$ cat src/rtl/mod_exp_pkg.sv
// -----------------------------------------------------------------------------
// mod_exp_pkg
// Shared definitions for the modular-exponentiation engine.
//   - default operand / exponent widths
//   - FSM state encodings for mod_exp_engine
//   - ct_latency(): accept-to-done edge count of the constant-time build
// No ports (package).
// -----------------------------------------------------------------------------
package mod_exp_pkg;

  localparam int DEFAULT_WIDTH = 6;
  localparam int DEFAULT_EXP_W = 6;

  localparam logic [2:0] S_IDLE = 3'd0;
  localparam logic [2:0] S_LOAD = 3'd1;
  localparam logic [2:0] S_SCAN = 3'd2;
  localparam logic [2:0] S_MUL  = 3'd3;
  localparam logic [2:0] S_SQR  = 3'd4;
  localparam logic [2:0] S_DONE = 3'd5;

  // Reduction costs width+1, then every exponent bit costs
  // SCAN (1) + MUL (width+1) + SQR (width+1).
  function automatic int ct_latency(input int width, input int exp_w);
    return (width + 1) * (2 * exp_w + 1) + exp_w;
  endfunction

endpackage

$ cat src/rtl/mod_exp_engine_if.sv
// -----------------------------------------------------------------------------
// mod_exp_engine_if
// Request/response bundle between the key/data registers and the engine.
//   start    : request, honoured only while ready is high
//   base     : message / ciphertext (may be >= modulus)
//   exponent : key (e or d)
//   modulus  : N
//   ready    : engine idle
//   done     : one-cycle pulse, result/error valid
//   error    : modulus < 2 for the current operation
//   result   : base^exponent mod modulus
// Modports: master (requester side), slave (engine side).
// -----------------------------------------------------------------------------
interface mod_exp_engine_if #(
  parameter int WIDTH = 6,
  parameter int EXP_W = 6
) ();

  logic             start;
  logic [WIDTH-1:0] base;
  logic [EXP_W-1:0] exponent;
  logic [WIDTH-1:0] modulus;
  logic             ready;
  logic             done;
  logic             error;
  logic [WIDTH-1:0] result;

  modport master (
    output start, base, exponent, modulus,
    input  ready, done, error, result
  );

  modport slave (
    input  start, base, exponent, modulus,
    output ready, done, error, result
  );

endinterface

$ cat src/rtl/mod_mult.sv
// -----------------------------------------------------------------------------
// mod_mult
// Interleaved (Blakley) modular multiplier, MSB-first over a:
//   r = 2r + a_i*b ; subtract n up to twice so r < n.
// Operands need b < n; a may be any value.  One invocation is exactly
// WIDTH+1 cycles: the go cycle latches operands, then WIDTH iterations.
// Ports:
//   clk, rst   : clock, synchronous active-high reset
//   go         : launch pulse (operands sampled with it)
//   a, b, n    : multiplicand, multiplier, modulus
//   busy       : iterations in progress
//   done       : high during the final iteration; p is valid in that cycle
//   p          : product a*b mod n (combinational next remainder)
// -----------------------------------------------------------------------------
module mod_mult #(
  parameter int WIDTH = 6
) (
  input  logic             clk,
  input  logic             rst,
  input  logic             go,
  input  logic [WIDTH-1:0] a,
  input  logic [WIDTH-1:0] b,
  input  logic [WIDTH-1:0] n,
  output logic             busy,
  output logic             done,
  output logic [WIDTH-1:0] p
);

  localparam int CNT_W = $clog2(WIDTH + 1);

  logic [WIDTH-1:0] a_q, b_q, n_q, r_q;
  logic [CNT_W-1:0] cnt;
  // 2r + b < 3n < 2^(WIDTH+2), so two guard bits suffice.
  logic [WIDTH+1:0] r_sh, r_1, r_2;

  // NOTE: every always_comb output gets a value on every path (here by
  // straight-line assignment); a missing branch would infer a latch.
  always_comb begin
    r_sh = {1'b0, r_q, 1'b0} + (a_q[WIDTH-1] ? {2'b00, b_q} : '0);
    r_1  = (r_sh >= {2'b00, n_q}) ? r_sh - {2'b00, n_q} : r_sh;
    r_2  = (r_1  >= {2'b00, n_q}) ? r_1  - {2'b00, n_q} : r_1;
  end

  assign p    = r_2[WIDTH-1:0];
  assign busy = (cnt != '0);
  assign done = (cnt == CNT_W'(1));

  // NOTE: reset is synchronous (sampled only on the clock edge) and all
  // state registers use non-blocking assignment so every flop sees the
  // pre-edge values of its neighbours.
  always_ff @(posedge clk) begin
    if (rst) begin
      a_q <= '0;
      b_q <= '0;
      n_q <= '0;
      r_q <= '0;
      cnt <= '0;
    end else if (go) begin
      a_q <= a;
      b_q <= b;
      n_q <= n;
      r_q <= '0;
      cnt <= CNT_W'(WIDTH);
    end else if (busy) begin
      r_q <= p;
      a_q <= a_q << 1;
      cnt <= cnt - 1'b1;
    end
  end

endmodule

$ cat src/rtl/mod_exp_engine.sv
// -----------------------------------------------------------------------------
// mod_exp_engine
// Sequential right-to-left square-and-multiply: result = base^exponent mod N.
// The FSM only sequences one mod_mult instance and the acc / b / exponent
// registers.  The base reduction (b = base*1 mod N) is launched on the accept
// edge itself, so LOAD spans the WIDTH iteration cycles.
// Ports:
//   clk  : clock, all logic on the rising edge
//   rst  : synchronous active-high reset, aborts any operation
//   bus  : mod_exp_engine_if.slave (start/operands in, ready/done/error/result)
// Build option:
//   MOD_EXP_CONST_TIME_EN - process every exponent bit and always run the
//   multiply (product discarded for 0 bits); fixed latency ct_latency().
// -----------------------------------------------------------------------------
module mod_exp_engine
  import mod_exp_pkg::*;
#(
  parameter int WIDTH = DEFAULT_WIDTH,
  parameter int EXP_W = DEFAULT_EXP_W
) (
  input logic             clk,
  input logic             rst,
  mod_exp_engine_if.slave bus
);

`ifdef MOD_EXP_CONST_TIME_EN
  localparam bit CONST_TIME = 1'b1;
`else
  localparam bit CONST_TIME = 1'b0;
`endif

  localparam int CNT_W = $clog2(EXP_W + 1);

  logic [2:0]       state;
  logic [WIDTH-1:0] acc, b_q, n_q, result_q;
  logic [EXP_W-1:0] exp_sh;
  logic [CNT_W-1:0] cnt;
  logic             error_q, go_q;

  logic             launch, mult_go, mult_busy, mult_done;
  logic [WIDTH-1:0] mult_a, mult_b, mult_n, mult_p;

  // Accept with modulus >= 2 starts the reduction in the same cycle.
  assign launch  = (state == S_IDLE) && bus.start && (bus.modulus[WIDTH-1:1] != '0);
  assign mult_go = launch || go_q;

  // Operand select: IDLE reduces the raw base, MUL is acc*b, SQR is b*b.
  always_comb begin
    mult_a = b_q;
    mult_b = b_q;
    mult_n = n_q;
    if (state == S_IDLE) begin
      mult_a = bus.base;
      mult_b = WIDTH'(1);
      mult_n = bus.modulus;
    end else if (state == S_MUL) begin
      mult_a = acc;
    end
  end

  mod_mult #(.WIDTH(WIDTH)) u_mult (
    .clk  (clk),
    .rst  (rst),
    .go   (mult_go),
    .a    (mult_a),
    .b    (mult_b),
    .n    (mult_n),
    .busy (mult_busy),
    .done (mult_done),
    .p    (mult_p)
  );

  always_ff @(posedge clk) begin
    if (rst) begin
      state    <= S_IDLE;
      acc      <= '0;
      b_q      <= '0;
      n_q      <= '0;
      exp_sh   <= '0;
      cnt      <= '0;
      result_q <= '0;
      error_q  <= 1'b0;
      go_q     <= 1'b0;
    end else begin
      go_q <= 1'b0;
      case (state)
        S_IDLE: begin
          if (bus.start) begin
            b_q    <= bus.base;
            n_q    <= bus.modulus;
            exp_sh <= bus.exponent;
            if (launch) begin
              error_q <= 1'b0;
              state   <= S_LOAD;
            end else begin
              error_q  <= 1'b1;
              result_q <= '0;
              state    <= S_DONE;
            end
          end
        end
        S_LOAD: begin
          if (mult_done) begin
            b_q   <= mult_p;
            acc   <= WIDTH'(1);
            cnt   <= CNT_W'(EXP_W);
            state <= S_SCAN;
          end
        end
        S_SCAN: begin
          if (cnt == '0 || (!CONST_TIME && exp_sh == '0)) begin
            result_q <= acc;
            state    <= S_DONE;
          end else begin
            go_q  <= 1'b1;
            state <= (CONST_TIME || exp_sh[0]) ? S_MUL : S_SQR;
          end
        end
        S_MUL: begin
          if (mult_done) begin
            // In the constant-time build a 0 bit still multiplies; keep acc.
            if (exp_sh[0]) acc <= mult_p;
            go_q  <= 1'b1;
            state <= S_SQR;
          end
        end
        S_SQR: begin
          if (mult_done) begin
            b_q    <= mult_p;
            exp_sh <= exp_sh >> 1;
            cnt    <= cnt - 1'b1;
            // Constant-time: the last square ends the run directly so the
            // latency is exactly ct_latency() with no trailing SCAN.
            if (CONST_TIME && cnt == CNT_W'(1)) begin
              result_q <= acc;
              state    <= S_DONE;
            end else begin
              state <= S_SCAN;
            end
          end
        end
        S_DONE:  state <= S_IDLE;
        default: state <= S_IDLE;
      endcase
    end
  end

  assign bus.ready  = (state == S_IDLE);
  assign bus.done   = (state == S_DONE);
  assign bus.error  = error_q;
  assign bus.result = result_q;

  // The multiplier is only ever busy inside LOAD, MUL or SQR.
  a_mult_idle : assert property (@(posedge clk) disable iff (rst)
    (state == S_IDLE || state == S_SCAN || state == S_DONE) |-> !mult_busy);

endmodule

$ cat src/flat_wrapper.sv
// flat-port wrapper written by rule: the top's interface ports become plain ports
module mod_exp_engine_flat import mod_exp_pkg::*;
#(
  parameter int WIDTH = DEFAULT_WIDTH,
  parameter int EXP_W = DEFAULT_EXP_W
)
  (clk, rst, bus_start, bus_base, bus_exponent, bus_modulus, bus_ready, bus_done, bus_error, bus_result);
  mod_exp_engine_if #(.WIDTH(WIDTH), .EXP_W(EXP_W)) bus_i ();
  input logic clk;
  input logic rst;
  input wire logic [$bits(bus_i.start)-1:0] bus_start;
  input wire logic [$bits(bus_i.base)-1:0] bus_base;
  input wire logic [$bits(bus_i.exponent)-1:0] bus_exponent;
  input wire logic [$bits(bus_i.modulus)-1:0] bus_modulus;
  output wire logic [$bits(bus_i.ready)-1:0] bus_ready;
  output wire logic [$bits(bus_i.done)-1:0] bus_done;
  output wire logic [$bits(bus_i.error)-1:0] bus_error;
  output wire logic [$bits(bus_i.result)-1:0] bus_result;
  assign bus_i.start = bus_start;
  assign bus_i.base = bus_base;
  assign bus_i.exponent = bus_exponent;
  assign bus_i.modulus = bus_modulus;
  assign bus_ready = bus_i.ready;
  assign bus_done = bus_i.done;
  assign bus_error = bus_i.error;
  assign bus_result = bus_i.result;
  mod_exp_engine #(.WIDTH(WIDTH), .EXP_W(EXP_W)) u_core (.clk(clk), .rst(rst), .bus(bus_i));
endmodule
$ cat config.mk
export PLATFORM = sky130hd
export DESIGN_NAME = mod_exp_engine_flat
export DESIGN_NICKNAME = d
export VERILOG_FILES = /design/src/rtl/mod_exp_pkg.sv /design/src/rtl/mod_exp_engine_if.sv /design/src/rtl/mod_mult.sv /design/src/rtl/mod_exp_engine.sv /design/src/flat_wrapper.sv
export SDC_FILE = /design/constraint.sdc
export NUM_CORES = 1
export LEC_CHECK = 0
export CAP_MARGIN = 10
export CORE_MARGIN = 3
export CORE_UTILIZATION = 59
export CTS_BUF_LIST = sky130_fd_sc_hd__clkbuf_8 sky130_fd_sc_hd__clkbuf_16
export CTS_CLUSTER_DIAMETER = 30
export CTS_CLUSTER_SIZE = 40
export DETAILED_ROUTE_END_ITERATION = 16
export PLACE_DENSITY = 0.78
export SLEW_MARGIN = 20
export SYNTH_ARGS = -nofsm -noshare
export SYNTH_HDL_FRONTEND = slang
export SYNTH_SLANG_ARGS = --single-unit
$ cat constraint.sdc
create_clock -name clk -period 6.5 [get_ports clk]
set_clock_uncertainty 0.1 [all_clocks]
set_input_delay 1.625 -clock clk [delete_from_list [all_inputs] [get_ports clk]]
set_output_delay 1.625 -clock clk [all_outputs]
set_load 0.01 [all_outputs]
==> results.md, run 1 <==
- Status: complete, no violations
- DRT antenna net count: 0
- Post-synth EDFFs: 0
- Critical Path RT: between 6 and 7 ns
- Crit path time final: between 6 and 7 ns
- Mean Syn Cell Area: a little under 8 um^2
- Worst VDD drop: 0.332 mV
- Synth Register Bits: 65
- Die H: 87.7 um
- Arr. time, crit path: 6.23 ns
- Vias: 3,804
- Power per cell area: 510 nW/um^2
- Util after Layout: 68.9%
- Fin cells: 599
- Post-CTS Resized: 0
- Final Hold Fails: 0
- Clock sinks: 65
- CP cell instances: and2_1, ha_1, fa_1, a211oi_1, nor2_1, xnor2_1, ha_1, o21ai_0, a21oi_1, or2_2, or2_0, nand2_1, a21boi_0, inv_1, fa_1, nor2b_1, o21ai_1, a21boi_0, o31a_1, nor2_1, a211oi_1, o211ai_1, a21oi_1
- Critical path class: reg -> reg
- Postcts setup bufs: 0
- Count of final setup violators: 0
- Largest net degree at the start of global routing: between 50 and 60
- DIE AREA: 7690 um^2
- Slew HR: between 40% and 50%
- Fin. max-slew vios: 0
- Buffers on Ports: 29
- Row count: 29
- Clock Root Buffer: clkbuf_8
- Post-Place Cells: 583
- Die Span X: 87.7 um
- CTS max path bufs: 2
- Slowest cell on crit path: a211oi_1
- Critical Path Start Type: register
- Post-Syn Instances: 500
- Worst skew pair latency: 0.34 ns
- WL/cell: 16.8 um
- Total CTS buffers: 9
- Crit path max fanout: 8
- Worst Tran Pin Value: approximately 0.81 ns
- Clock transition at path regs: 0.08 ns
- FMAX: 165 MHz
- Predominant post-synthesis flop cell: dfxtp_1
- Hold slack: 0.352 ns
- Initial DRC count: 349
- Critical path capture point type: register
- Largest delay share family, worst path: compound AO/OA/AOI/OAI gates
- Starting Density: roughly three fifths
- Final period utilization: 93.2%
- Placer Congestion: roughly 0.95
- Number of library cell types mapped by synthesis: 65
- Synth area leaders: dfxtp_1 33%, ha_1 6.7%, nand2_1 5.7%
- Synth top area share: 33.0%
- RSZ-0062 raised after global routing: no
- Synth warn: 0
- Max Cap Viol: 0
- Initial antenna violation count: 0
- Post-synth top area cell: dfxtp_1
- Ys async rst share: 0%
- First-pass GRT wire length: 16,800 um
- Count leader, synth: dfxtp_1
- Final WL: ~10,000 um
- Hold Crit Class: reg -> reg
- CP peak stage delay: roughly 0.49 ns
- Clock H-tree levels: 3
- Total track usage: between 20% and 30%
- Vias in the first global route: 3,490
- Area delta synth->final: 12.3%
- Layout cell share with drive strength beyond 1: 7.09%
- # IOs: 30
- Dpl hpwl: 7510 um
- Nets: 562
- Via density: 6.35
- Bufs and invs on worst path: 1
- Setup TNS: 0 ns
- Drt drc: 0
- Sequential area share after synthesis: around a third
- Synth Net Count: 545
- Drt pass-1 iters: 6
- Top cells by count, synth: 65 x dfxtp_1, 60 x nand2_1, 58 x nor2_1
- N_diodes: 0
- CTS tree: yes
- Gr ovfl total: 0
- Core ar.: 6420 um^2
- Leakage power: 1.66 nW
- Hold_buf cts: 0
- Synthesized area: 3940 um^2
## registers in the layout (all words and copies together) (netlist names)
| register | cells |
|---|---|
| u_core.bus.error | 1 |
| u_core.u_mult.b_q | 6 |
| u_core.n_q | 6 |
| u_core.state | 3 |
| u_core.cnt | 3 |
| u_core.u_mult.n_q | 6 |
| u_core.go_q | 1 |
| u_core.b_q | 6 |
| u_core.u_mult.a_q | 6 |
| u_core.u_mult.cnt | 3 |
| u_core.exp_sh | 6 |
| u_core.u_mult.r_q | 6 |
| u_core.bus.result | 6 |
| u_core.acc | 6 |
## worst paths after layout
check / startpoint / end / slack (ns) / cells past startpoint
worst max-delay path: u_core.u_mult.a_q[5] / u_core.b_q[5] / 0.45 / 23
worst min-delay path: u_core.bus.result[5] / u_core.bus.result[5] / 0.35 / 2
worst max register to register: u_core.u_mult.a_q[5] / u_core.b_q[5] / 0.45 / 23
worst min register to register: u_core.bus.result[5] / u_core.bus.result[5] / 0.35 / 2
## cell families after synthesis
family,count (synthesis),share of synthesized area (%)
AOI/OAI and AO/OA,152,26.7
xor gates and xnor gates,11,2.45
adders and majority gates,24,8.19
buffers and inverters,50,5.14
DFF,65,33.0
muxes,6,1.52
and+or+nand+nor,192,22.9
## final cells by class
cell class                      count  area [um^2]
Tap cell                           77         96.3
Sequential cell                    65         1300
Inverter                           25         93.8
Multi-Input combinational cell    385         2440
Clock buffer                       11          151
Timing Repair Buffer               31          305
Fill cell                         550         2000
Clock inverter                      5         38.8
## where the power goes
part / switching (mW) / total, mW / internal, mW
Sequential: 0.0586 / 0.518 / 0.459
Clock: 0.166 / 0.327 / 0.161
Combinational: 0.884 / 1.41 / 0.526
Total: 1.11 / 2.26 / 1.15
## per-stage QoR
stage               instance area [um^2]  power [mW]  setup WS (ns)
floorplan                           3940        1.57           1.35
global placement                    4230        1.87          0.705
finish                              4420        2.26          0.445
detailed placement                  4230        1.89          0.626
CTS                                 4420        2.22          0.610
global route                        4420        2.42         0.0264
## layer usage
| metal | global-route usage (%) | wire length (um) | vias up |
|---|---|---|---|
| li1 | - | - | 1860 |
| met1 | 38.1 | 4630 | 1773 |
| met2 | 44.1 | 4650 | 151 |
| met3 | 3.57 | 632 | 20 |
| met4 | 9.07 | 176 | 0 |
| met5 | 0 | 0 | - |
## tightest hold or removal path: stages (launching register included)
cell     delay, ns
dfxtp_1       0.31
nand2_1       0.05
a21oi_1       0.05
## layout by cell type (no fill, tap or decap), types with 7 or more instances in the layout
master	instances
nor3_1	9
inv_1	24
nand3_1	12
nand4_1	7
o22a_1	8
o21ai_0	19
a211oi_1	22
ha_1	21
nor2_1	58
dfxtp_1	65
nor2b_1	9
a21oi_1	36
clkdlybuf4s50_1	29
o211ai_1	8
o22ai_1	12
nand2_1	60
clkbuf_8	11
Note: power is estimated with default switching activity, not from simulation.
==> run 2, diff against run 1 <==
--- a/config.mk
+++ b/config.mk
@@ -6,14 +6,15 @@
 export NUM_CORES = 1
 export LEC_CHECK = 0
 export CAP_MARGIN = 10
-export CORE_MARGIN = 3
+export CORE_MARGIN = 10
 export CORE_UTILIZATION = 59
 export CTS_BUF_LIST = sky130_fd_sc_hd__clkbuf_8 sky130_fd_sc_hd__clkbuf_16
 export CTS_CLUSTER_DIAMETER = 30
 export CTS_CLUSTER_SIZE = 40
 export DETAILED_ROUTE_END_ITERATION = 16
 export PLACE_DENSITY = 0.78
-export SLEW_MARGIN = 20
+export REMOVE_ABC_BUFFERS = 1
+export SLEW_MARGIN = 30
 export SYNTH_ARGS = -nofsm -noshare
 export SYNTH_HDL_FRONTEND = slang
 export SYNTH_SLANG_ARGS = --single-unit
==> results.md, run 2 (synthesis results as in run 1) <==
- Postcts setup bufs: 0 (unchanged)
- Via density: 6.31 (-0.65%)
- Row count: 29 (unchanged)
- Fin. max-slew vios: 0 (unchanged)
- DIE AREA: 10,300 um^2 (+34%)
- Post-Place Cells: 582 (-0.17%)
- CP startpoint: u_core.u_mult.a_q[5]
- RR Startpoint: u_core.u_mult.a_q[5]
- Total CTS buffers: 9 (unchanged)
- Total track usage: 20.8% (-6.6 points)
- Clock transition at path regs: 0.08 ns (about the same)
- Initial DRC count: 351 (+0.57%)
- Clock sinks: 65 (unchanged)
- Count of final setup violators: 0 (unchanged)
- WL/cell: 17.7 um (+5.1%)
- Vias in the first global route: 3,477 (-0.37%)
- # IOs: 30 (unchanged)
- Initial antenna violation count: 0 (unchanged)
- Gr ovfl total: 0 (unchanged)
- Clock Root Buffer: clkbuf_8
- Hold slack: 0.353 ns (+0.00109 ns)
- Clock H-tree levels: 3 (unchanged)
- Critical Path Start Type: register
- Drt pass-1 iters: 5 (-1)
- Final Cell Area: 4440 um^2 (+0.48%)
- Starting Density: 61.3% (unchanged)
- Worst Tran Pin Value: 0.908 ns (+0.101 ns)
- Worst VDD drop: 0.250 mV (-25%)
- Leading cell type in the layout, fill and taps excluded: dfxtp_1
- Hold Startpoint: u_core.u_mult.b_q[4]
- Crit path max fanout: 8 (unchanged)
- CTS tree: yes
- Crit path time final: 6.00 ns (-0.0505 ns)
- Post-CTS Resized: 0 (unchanged)
- Leakage power: 1.67 nW (+0.61%)
- Setup TNS: 0 ns (unchanged)
- Nets: 561 (-0.18%)
- FMAX: 167 MHz (+0.84%)
- Core ar.: 6420 um^2 (unchanged)
- Critical path capture point type: register
- R2R setup slack: 0.50 ns (+0.05 ns)
- Worst Setup Slack, final: 0.496 ns (+0.0505 ns)
- N_diodes: 0 (unchanged)
- Largest net degree at the start of global routing: 52 (unchanged)
- Util after Layout: 69.2% (+0.33 points)
- DRT antenna net count: 0 (unchanged)
- CTS max path bufs: 2 (unchanged)
- Critical Path RT: 6.66 ns (-0.02 ns)
- Placer Congestion: 0.902 (-5.1%)
- Vias: 3,773 (-0.81%)
- Dpl hpwl: 7870 um (+4.8%)
- RSZ-0062 raised after global routing: no
- Power per cell area: 523 nW/um^2 (+2.6%)
- Layout cell share with drive strength beyond 1: 7.29% (+0.21 points)
- Total power: 2.32 mW (+3.1%)
- Final period utilization: 92.4% (-0.78 points)
- Arr. time, crit path: 6.16 ns (-0.07 ns)
- Hold Crit Class: reg -> reg
- Drt drc: 0 (unchanged)
- Buffers on Ports: 29 (unchanged)
- Slew HR: 39.5% (-6.5 points)
- Die H: 102 um (+16%)
- First-pass GRT wire length: 17,300 um (+2.7%)
- DP Worst Slack: 0.587 ns (-0.0383 ns)
- Area delta synth->final: 12.8%
- Worst skew pair latency: 0.35 ns (about the same)
- Max Cap Viol: 0 (unchanged)
- Fin cells: 598 (-0.17%)
- CP peak stage delay: 0.48 ns (about the same)
- Final WL: 10,600 um (+4.9%)
- CP cell instances: and2_1, ha_1, fa_1, a211oi_1, nor2_1, xnor2_1, ha_1, o21ai_0, a21oi_1, or2_2, or2_0, nand2_1, a21boi_0, inv_1, fa_1, nor2b_1, o21ai_1, a21boi_1, o31a_1, nor2_1, a211oi_1, o211ai_1, a21oi_1
- Most frequent cells in the layout: 65 x dfxtp_1, 60 x nand2_1, 58 x nor2_1
- Final Hold Fails: 0 (unchanged)
- Hold_buf cts: 0 (unchanged)
- Die Span X: 102 um (+16%)
- Placed cell area: 4220 um^2 (-0.30%)
- Critical path class: reg -> reg
- Status: complete, no violations
- Slowest cell on crit path: a211oi_1
## run 2: path summary, 6_finish.rpt
check                                       endpoint  cells after the start
worst max-delay path                   u_core.acc[5]                     23
worst min-delay path            u_core.u_mult.b_q[4]                      2
worst max register to register         u_core.acc[5]                     23
worst min register to register  u_core.u_mult.b_q[4]                      2
## run 2: per-layer routing
metal / track usage (%) / vias to the layer above / wire [um]
li1: - / 1846 / -
met1: 26.5 / 1765 / 4710
met2: 33.3 / 136 / 4950
met3: 5.31 / 26 / 652
met4: 7.70 / 0 / 259
met5: 0 / - / 0
## run 2: worst max-delay path, delay by kind of cell, from the launching register on
kind / cells / cell delay (ns)
buffers and inverters: 1 / 0.10
AOI/OAI and AO/OA: 10 / 2.34
DFF: 1 / 0.37
and+or+nand+nor: 7 / 1.28
adders and majority gates: 4 / 1.43
xor gates and xnor gates: 1 / 0.29
## run 2: layout make-up
cell class / count / area, um^2
Tap cell: 77 / 96.3
Timing Repair Buffer: 30 / 293
Clock inverter: 7 / 95.1
Inverter: 25 / 93.8
Sequential cell: 65 / 1300
Fill cell: 559 / 1980
Clock buffer: 9 / 124
Multi-Input combinational cell: 385 / 2440
## run 2: power by group
| part | switching (mW) | internal [mW] | leakage [nW] |
|---|---|---|---|
| combinational | 0.894 | 0.536 | 1.03 |
| sequential | 0.0577 | 0.459 | 0.531 |
| clock | 0.163 | 0.216 | 0.109 |
| total | 1.11 | 1.21 | 1.67 |
